<file path="config.mk">
export PLATFORM = sky130hd
export DESIGN_NAME = inst_fetch
export DESIGN_NICKNAME = d
export VERILOG_FILES = /design/src/rtl/cpu_pkg.sv /design/src/rtl/fetch_skid_buf.sv /design/src/rtl/inst_fetch.sv
export SDC_FILE = /design/constraint.sdc
export NUM_CORES = 1
export LEC_CHECK = 0
export ABC_CLOCK_PERIOD_IN_PS = 2500
export BUFFER_PORTS_ARGS = -buffer_cell sky130_fd_sc_hd__buf_4
export CORE_UTILIZATION = 53
export DETAILED_ROUTE_END_ITERATION = 8
export PLACE_DENSITY = 0.81
export SYNTH_ARGS = -nofsm -noshare
export SYNTH_HDL_FRONTEND = slang
export SYNTH_SLANG_ARGS = --single-unit
</file>
<file path="constraint.sdc">
create_clock -name clk -period 2.5 [get_ports clk]
set_clock_uncertainty 0.05 [all_clocks]
set_input_delay 0.125 -clock clk [delete_from_list [all_inputs] [get_ports clk]]
set_output_delay 0.125 -clock clk [all_outputs]
set_load 0.02 [all_outputs]
</file>
<file path="src/rtl/cpu_pkg.sv">
// Shared widths, constants and the fetch entry record passed between the fetch
// front end and its skid buffer.
package cpu_pkg;

    localparam int unsigned XLEN       = 32;
    localparam int unsigned INST_BYTES = 4;
    localparam logic [XLEN-1:0] PC_INC     = XLEN'(INST_BYTES);
    localparam logic [XLEN-1:0] ALIGN_MASK = ~(PC_INC - 1'b1);
    localparam logic [XLEN-1:0] NOP_INST   = 32'h0000_0013;

    typedef struct packed {
        logic [XLEN-1:0] inst;
        logic [XLEN-1:0] pc;
        logic            fault;
    } fetch_entry_t;

endpackage

</file>
<file path="src/rtl/fetch_skid_buf.sv">
// One-entry holding register that parks a delivered instruction while decode
// stalls, so the single-cycle memory read data is not lost.
module fetch_skid_buf
    import cpu_pkg::*;
(
    input  logic         clk,
    input  logic         reset,
    input  logic         load_i,
    input  logic         clear_i,
    input  fetch_entry_t data_i,
    output logic         hold_valid_o,
    output fetch_entry_t data_o
);

    logic         hold_valid_q;
    fetch_entry_t hold_data_q;

    always_ff @(posedge clk) begin
        if (reset) begin
            hold_valid_q <= 1'b0;
            hold_data_q  <= '{inst: NOP_INST, pc: '0, fault: 1'b0};
        end else if (clear_i) begin
            hold_valid_q <= 1'b0;
        end else if (load_i) begin
            hold_valid_q <= 1'b1;
            hold_data_q  <= data_i;
        end
    end

    assign hold_valid_o = hold_valid_q;
    assign data_o       = hold_data_q;

endmodule

</file>
<file path="src/rtl/inst_fetch.sv">
// Instruction fetch front end: PC sequencing, redirect handling and delivery
// of {inst, pc, fault} to decode with a valid/stall handshake.
module inst_fetch
    import cpu_pkg::*;
#(
    parameter logic [XLEN-1:0] RESET_PC = 32'h0,
    parameter int unsigned     MEM_SIZE = 1024
) (
    input  logic            clk,
    input  logic            reset,
    output logic [XLEN-1:0] mem_addr,
    input  logic [XLEN-1:0] mem_inst,
    input  logic            stall,
    input  logic            redirect,
    input  logic [XLEN-1:0] redirect_pc,
    output logic            inst_valid,
    output logic [XLEN-1:0] inst_out,
    output logic [XLEN-1:0] pc_out,
    output logic            inst_fault
);

    localparam logic [XLEN-1:0] MEM_LIMIT = XLEN'(MEM_SIZE);

    logic [XLEN-1:0] fetch_pc_q, fetch_pc_d;
    logic [XLEN-1:0] resp_pc_q, resp_pc_d;
    logic            resp_valid_q, resp_valid_d;
    logic            resp_fault_q, resp_fault_d;

    logic         hold_valid;
    logic         hold_load;
    logic         hold_clear;
    fetch_entry_t hold_entry;
    fetch_entry_t mem_entry;
    fetch_entry_t src_entry;
    logic         src_valid;

    fetch_skid_buf u_skid (
        .clk          (clk),
        .reset        (reset),
        .load_i       (hold_load),
        .clear_i      (hold_clear),
        .data_i       (mem_entry),
        .hold_valid_o (hold_valid),
        .data_o       (hold_entry)
    );

    // A parked entry always takes precedence over the live memory response.
    always_comb begin
        mem_entry  = '{inst: mem_inst, pc: resp_pc_q, fault: resp_fault_q};
        src_entry  = hold_valid ? hold_entry : mem_entry;
        src_valid  = hold_valid | resp_valid_q;
        inst_valid = src_valid & ~redirect;
        inst_out   = inst_valid ? src_entry.inst : '0;
        pc_out     = inst_valid ? src_entry.pc   : '0;
        inst_fault = inst_valid & src_entry.fault;
    end

    always_comb begin
        fetch_pc_d   = fetch_pc_q;
        resp_pc_d    = resp_pc_q;
        resp_valid_d = resp_valid_q;
        resp_fault_d = resp_fault_q;
        hold_load    = 1'b0;
        hold_clear   = 1'b0;
        if (redirect) begin
            fetch_pc_d   = redirect_pc & ALIGN_MASK;
            resp_valid_d = 1'b0;
            hold_clear   = 1'b1;
        end else if (stall) begin
            // Memory data is only present for one cycle; park it before it is overwritten.
            resp_valid_d = 1'b0;
            hold_load    = resp_valid_q & ~hold_valid;
        end else begin
            fetch_pc_d   = fetch_pc_q + PC_INC;
            resp_pc_d    = fetch_pc_q;
            resp_valid_d = 1'b1;
            resp_fault_d = (fetch_pc_q >= MEM_LIMIT);
            hold_clear   = 1'b1;
        end
    end

    always_ff @(posedge clk) begin
        if (reset) begin
            fetch_pc_q   <= RESET_PC;
            resp_pc_q    <= '0;
            resp_valid_q <= 1'b0;
            resp_fault_q <= 1'b0;
        end else begin
            fetch_pc_q   <= fetch_pc_d;
            resp_pc_q    <= resp_pc_d;
            resp_valid_q <= resp_valid_d;
            resp_fault_q <= resp_fault_d;
        end
    end

    assign mem_addr = fetch_pc_q;

endmodule

</file>
==> results of run 1 <==
## kinds of logic after synthesis
family                     after synthesis  synth area share (%)
AOI/OAI and AO/OA                      142                  13.8
other                                    1                0.0612
muxes                                   64                  10.5
DFF                                    126                  41.2
xor gates and xnor gates                 9                  1.29
and+or+nand+nor                        384                  27.9
buffers and inverters                   75                  4.94
adders and majority gates                2                 0.408
## cells in the final DEF (no fill, tap or decap), types with 5 or more instances in the layout
master / netlist / layout
nand2_1: 205 / 205
buf_4: 4 / 173
dfxtp_1: 126 / 125
a21oi_1: 94 / 94
nor2_1: 90 / 89
mux2i_1: 64 / 64
dlygate4sd3_1: 0 / 59
clkbuf_16: 0 / 17
nand4_1: 13 / 13
nand3_1: 13 / 12
nor3_1: 10 / 10
a311oi_1: 10 / 10
nor4_1: 9 / 9
o21ai_0: 9 / 9
inv_1: 8 / 8
or3_1: 7 / 7
a211oi_1: 6 / 6
xnor2_1: 5 / 5
and4_1: 5 / 5
nor2b_1: 5 / 5
## final cells by class
type                    count  share of cell area (%)
flip-flops and latches    126                    29.3
multi-input cells         605                    38.6
well taps                 140                    2.03
repair buffers            236                    22.8
inverters                   9                   0.392
clock buffers              24                    5.58
clock inverters             7                    1.28
## metal layers
layer	GRT usage, %	vias up
met5	0	-
met4	11.9	0
met3	8.60	38
met2	48.4	255
met1	38.7	2955
li1	-	3143
## state kept, by name, summed over array words and instances, names as in the netlist
signal               flops
u_skid.data_o           63
mem_addr                30
resp_pc_q               30
resp_fault_q             1
resp_valid_q             1
u_skid.hold_valid_o      1
## power by group
part           internal [mW]  total (mW)  switching (mW)
Clock                   1.63        2.49           0.852
Sequential              2.07        2.15          0.0841
Combinational          0.286       0.597           0.311
Total                   3.99        5.24            1.25
## worst min-delay path by stage
| stage | startpoint | to | slack, ns |
|---|---|---|---|
| after floorplan | mem_inst[0] | u_skid.data_o[33] | 0.20 |
| after global placement | mem_inst[4] | u_skid.data_o[37] | 0.30 |
| after detailed placement | mem_inst[4] | u_skid.data_o[37] | 0.30 |
| after CTS | redirect_pc[10] | mem_addr[10] | 0.0003 |
| after global routing | redirect_pc[10] | mem_addr[10] | 0.02 |
| final | redirect_pc[30] | mem_addr[30] | 0.02 |
## metrics by stage
stage	hold slack (ns)	instance area, µm²
2_1_floorplan	0.199	6140
3_3_place_gp	0.299	7450
3_5_place_dp	0.302	7450
4_1_cts	0.000330	8630
5_1_grt	0.0199	8630
6_report	0.0204	8630
## worst min-delay path, delay by kind of cell
family	cells	cell delay, ns
AO/OA/AOI/OAI	1	0.09
buffers and inverters	1	0.08
AND/OR/NAND/NOR	1	0.13
==> out/qor.txt, run 1 <==
top post-synthesis cells by area - dfxtp_1 41%, nand2_1 13%, mux2i_1 10%, a21oi_1 7.7%, nor2_1 5.5%
Hold Crit Class - in -> reg
critical path's slowest cell - buf_12
Crit path largest cell delay - 0.37 ns
wire length on met3 - 1480 µm
Clock Sink Count - 126
Avg Inst Size Synth - 7.63 µm²
Final WS setup - 0.353 ns
Final setup viols - 0
initial antenna violation count - 0
non-filler cells, final - 1147
FP Rows - 38
total power - 5.24 mW
crit path from - u_skid.hold_valid_o
area occupied by multi-input gates - 0.00333 mm²
setup TNS - 0 ns
WL met1 - 7680 µm
Crit path depth - 5
Synth top area share - 41.2%
Port-buffer cells - 159
Worst Path Required - 2.33 ns
Final min period - 2.15 ns
Slew Limit Fails - 0
Synth area leader - dfxtp_1
post-DR vias/cell - 5.57
worst-path cell chain - buf_12 > o21ai_4 > buf_12 > nor2_1 > buf_4
total gr overflow - 0
WS Path Type - reg -> out
TritonCTS clock tree - done
# Post-CTS Setup Buffers - 0
CTS Buf Count - 17
DR DRC count - 0
Post-synth EDFFs - 0
via count - 6391
MaxCap Viol Count - 0
final hold vios - 0
critical path's top delay family - buffers and inverters
Syn. warnings - 0
Leakage - 3.26 nW
FILL cells - 779
Die Y-Extent - 110 µm
dominant cell by count in the synthesized netlist - nand2_1
FMAX - 466 MHz
# nets final - 1065
DR WL met2 - 8240 µm
hold depth - 3
R2R Setup Slk - 0.37 ns
core area - 0.0110 mm²
unrepaired setup endpoints after global routing - false
Post-synth top flop - dfxtp_1
max layer used - met4
die area - 0.0120 mm²
register area share after synthesis - 41.2%
worst setup path endpoint - inst_out[15]
Initial Utilization - 55.5%
Synth top cells by count - 205 x nand2_1, 126 x dfxtp_1, 94 x a21oi_1
most used cell, CP - buf_12
Critical R2R Launch - mem_addr[10]
mapped cell area - 0.00613 mm²
Cells after Synth - 803
placer congestion estimate - 0.839
maximum fanout along the worst path - 64
async set-reset flop share out of synthesis - 0%
ANT nets after route - 0
Slew headroom - 58.6%
worst skew pair latency - 0.41 ns
H-tree Lvls - 4
Crit Reg-Reg Endpoint - mem_addr[21]
drt pass-1 iters - 6
count of hold buffers inserted by post-cts repair - 59
wire length per cell - 15.5 µm
CTS root buffer - clkbuf_16
pin count of the biggest net entering global routing - 65
Worst Setup End Kind - primary output
HPWL after detailed placement - 10800 µm
Yosys cell types - 58
crit start category - flop
overall global routing resource usage - 30.3%
worst path arrival time - 1.97 ns
sequential cell area - 0.00253 mm²
drt first-iter violations - 564
first-pass GRT wire length - 28200 µm
Resized cells post-CTS - 0
clock-pin slew on the worst setup and hold paths - 0.05 ns
vias in the first global route - 5810
final wirelength - 17800 µm
Ports - 166
area growth from synthesis to layout - 40.8%
status - finished, final reports clean
fraction of layout cells with a size suffix above 1 - 21.9%
Cells after DPL - 1057
Inserted Diodes - 0
DIE WIDTH - 110 µm
#FFs+latches synth - 126
CTS Buffer Depth - 2
pwr dens - 607 mW/mm²
critical path buffer and inverter count - 3
Worst-Margin Slew - 0.622 ns
fin util - 78.2%
ratio of final minimum period to clock period - 85.9%
dpl ws - 0.383 ns
worst vdd ir - 0.000379 V
FF-to-FF path depth - 4
(Power assumes the default switching activity.)
==> run 2, diff against run 1 <==
--- a/config.mk
+++ b/config.mk
@@ -6,10 +6,12 @@
 export NUM_CORES = 1
 export LEC_CHECK = 0
 export ABC_CLOCK_PERIOD_IN_PS = 2500
-export BUFFER_PORTS_ARGS = -buffer_cell sky130_fd_sc_hd__buf_4
-export CORE_UTILIZATION = 53
+export CELL_PAD_IN_SITES_DETAIL_PLACEMENT = 1
+export CELL_PAD_IN_SITES_GLOBAL_PLACEMENT = 2
+export CORE_UTILIZATION = 35
 export DETAILED_ROUTE_END_ITERATION = 8
-export PLACE_DENSITY = 0.81
+export DONT_BUFFER_PORTS = 1
+export PLACE_DENSITY_LB_ADDON = 0.1
 export SYNTH_ARGS = -nofsm -noshare
 export SYNTH_HDL_FRONTEND = slang
 export SYNTH_SLANG_ARGS = --single-unit
==> run 2 against run 1 <==
Effect of this change:
- global-route usage decreased by 7.5 points
- sequential share of layout area increased by 3.6 points
- die area increased by 50%
- power decreased by 3.2%
- fmax decreased by 7.0%
- core utilization decreased by 34 points
- worst setup slack got worse by 0.16 ns
- critical endpoint is now resp_pc_q[30]
- largest cell class unchanged
- largest power group unchanged
==> out/qor.txt, run 2 (same netlist as run 1, synthesis figures left out) <==
status - finished, final reports clean
Slew Limit Fails - 0
WS Path Type - in -> reg
wire length per cell - 18.6 µm
Final WS setup - 0.193 ns
final hold vios - 0
area occupied by multi-input gates - 0.00333 mm²
area growth from synthesis to layout - 25.3%
MaxCap Viol Count - 0
Hold Crit Class - in -> reg
FMAX - 433 MHz
post-DR vias/cell - 5.38
vias in the first global route - 6149
fin util - 44.7%
pin count of the biggest net entering global routing - 116
Crit Reg-Reg Endpoint - mem_addr[21]
maximum fanout along the worst path - 23
dpl ws - 0.397 ns
DIE WIDTH - 134 µm
drt pass-1 iters - 6
crit start category - input port
Leakage - 2.51 nW
Clock Sink Count - 126
die area - 0.0180 mm²
FF-to-FF path depth - 4
Inserted Diodes - 0
CTS Buf Count - 17
Worst Path Required - 2.72 ns
ratio of final minimum period to clock period - 92.3%
overall global routing resource usage - 22.8%
drt first-iter violations - 189
CTS root buffer - clkbuf_16
clock-pin slew on the worst setup and hold paths - 0.06 ns
crit path from - redirect
setup TNS - 0 ns
unrepaired setup endpoints after global routing - false
commonest non-fill, non-tap cells in the layout - 205 x nand2_1, 125 x dfxtp_1, 94 x a21oi_1
Port-buffer cells - 0
TritonCTS clock tree - done
# nets final - 924
worst vdd ir - 0.000480 V
worst skew pair latency - 0.42 ns
DR DRC count - 0
CTS Buffer Depth - 2
total gr overflow - 0
via count - 5875
Worst-Margin Slew - 0.976 ns
sequential cell area - 0.00253 mm²
core area - 0.0172 mm²
Slew headroom - 34.7%
fraction of layout cells with a size suffix above 1 - 8.77%
Critical R2R Launch - mem_addr[15]
Worst Setup End Kind - flop
Cells after DPL - 993
worst path arrival time - 2.53 ns
most common cell after layout, fill and taps aside - nand2_1
Final setup viols - 0
final wirelength - 20300 µm
first-pass GRT wire length - 32100 µm
Resized cells post-CTS - 0
H-tree Lvls - 4
FILL cells - 2104
Initial Utilization - 35.7%
pwr dens - 660 mW/mm²
R2R Setup Slk - 0.40 ns
HPWL after detailed placement - 13000 µm
non-filler cells, final - 1092
FP Rows - 48
Die Y-Extent - 134 µm
worst setup path endpoint - resp_pc_q[30]
ANT nets after route - 0
placer congestion estimate - 0.790
Final min period - 2.31 ns
max reg flops - 63
initial antenna violation count - 0
Ports - 166
==> run 2: cell count changes in the layout (fill, tap and decap cells not counted) <==
cell	change
buf_4	-147
dlygate4sd3_1	+7
clkinvlp_4	+3
buf_12	-2
clkbuf_1	-2
buf_16	+1
bufinv_16	-1
clkbuf_8	-1
clkinv_2	+1
clkinv_4	+1
==> run 2: cell type report <==
class / count / share of cell area, %
clock buffer: 21 / 6.00
tap: 225 / 3.67
timing repair buffer: 95 / 12.0
clock inverter: 11 / 1.52
inverter: 9 / 0.440
sequential: 126 / 32.9
multi-input combinational: 605 / 43.4
==> run 2: power breakdown <==
part	internal, mW	switching [mW]	total (mW)
Sequential	2.07	0.0891	2.16
Clock	1.51	0.922	2.43
Combinational	0.193	0.283	0.476
Total	3.77	1.29	5.07
==> run 2: timing repair <==
action                                  in CTS  in global routing
hold buffers                                67                  0
endpoints found under the setup margin       0                  0
buffers inserted                             0                  0
hold endpoints to repair                   126                  0
==> run 2: stage by stage <==
stage,cell area [µm²],hold WS [ns],power [mW]
2_1_floorplan,6140,0.199,2.46
3_3_place_gp,6410,0.157,2.53
3_5_place_dp,6410,0.160,2.55
4_1_cts,7670,0.0103,5.13
5_1_grt,7670,0.0139,5.28
6_report,7670,0.0240,5.07
==> run 2: worst min-delay path by stage <==
stage	to	from	cells past startpoint
floorplan	u_skid.data_o[33]	mem_inst[0]	2
global placement	resp_pc_q[29]	reset	1
detailed placement	resp_pc_q[29]	reset	1
CTS	mem_addr[30]	redirect	3
global route	mem_addr[24]	redirect	3
finish	mem_addr[30]	redirect	3
==> run 2: per-layer routing <==
| layer | wire length [µm] | global-route usage [%] | vias to the layer above |
|---|---|---|---|
| met5 | 0 | 0 | - |
| met4 | 260 | 7.49 | 0 |
| met3 | 1320 | 6.69 | 19 |
| met2 | 9780 | 39.0 | 155 |
| met1 | 8900 | 27.2 | 2853 |
| li1 | - | - | 2848 |
==> run 2: worst max-delay path, stage by stage <==
cell and delay (ns):
dlygate4sd3_1 1.18, nor2_2 0.20, dlygate4sd3_1 0.78, nand2_1 0.16
a21oi_1 0.07
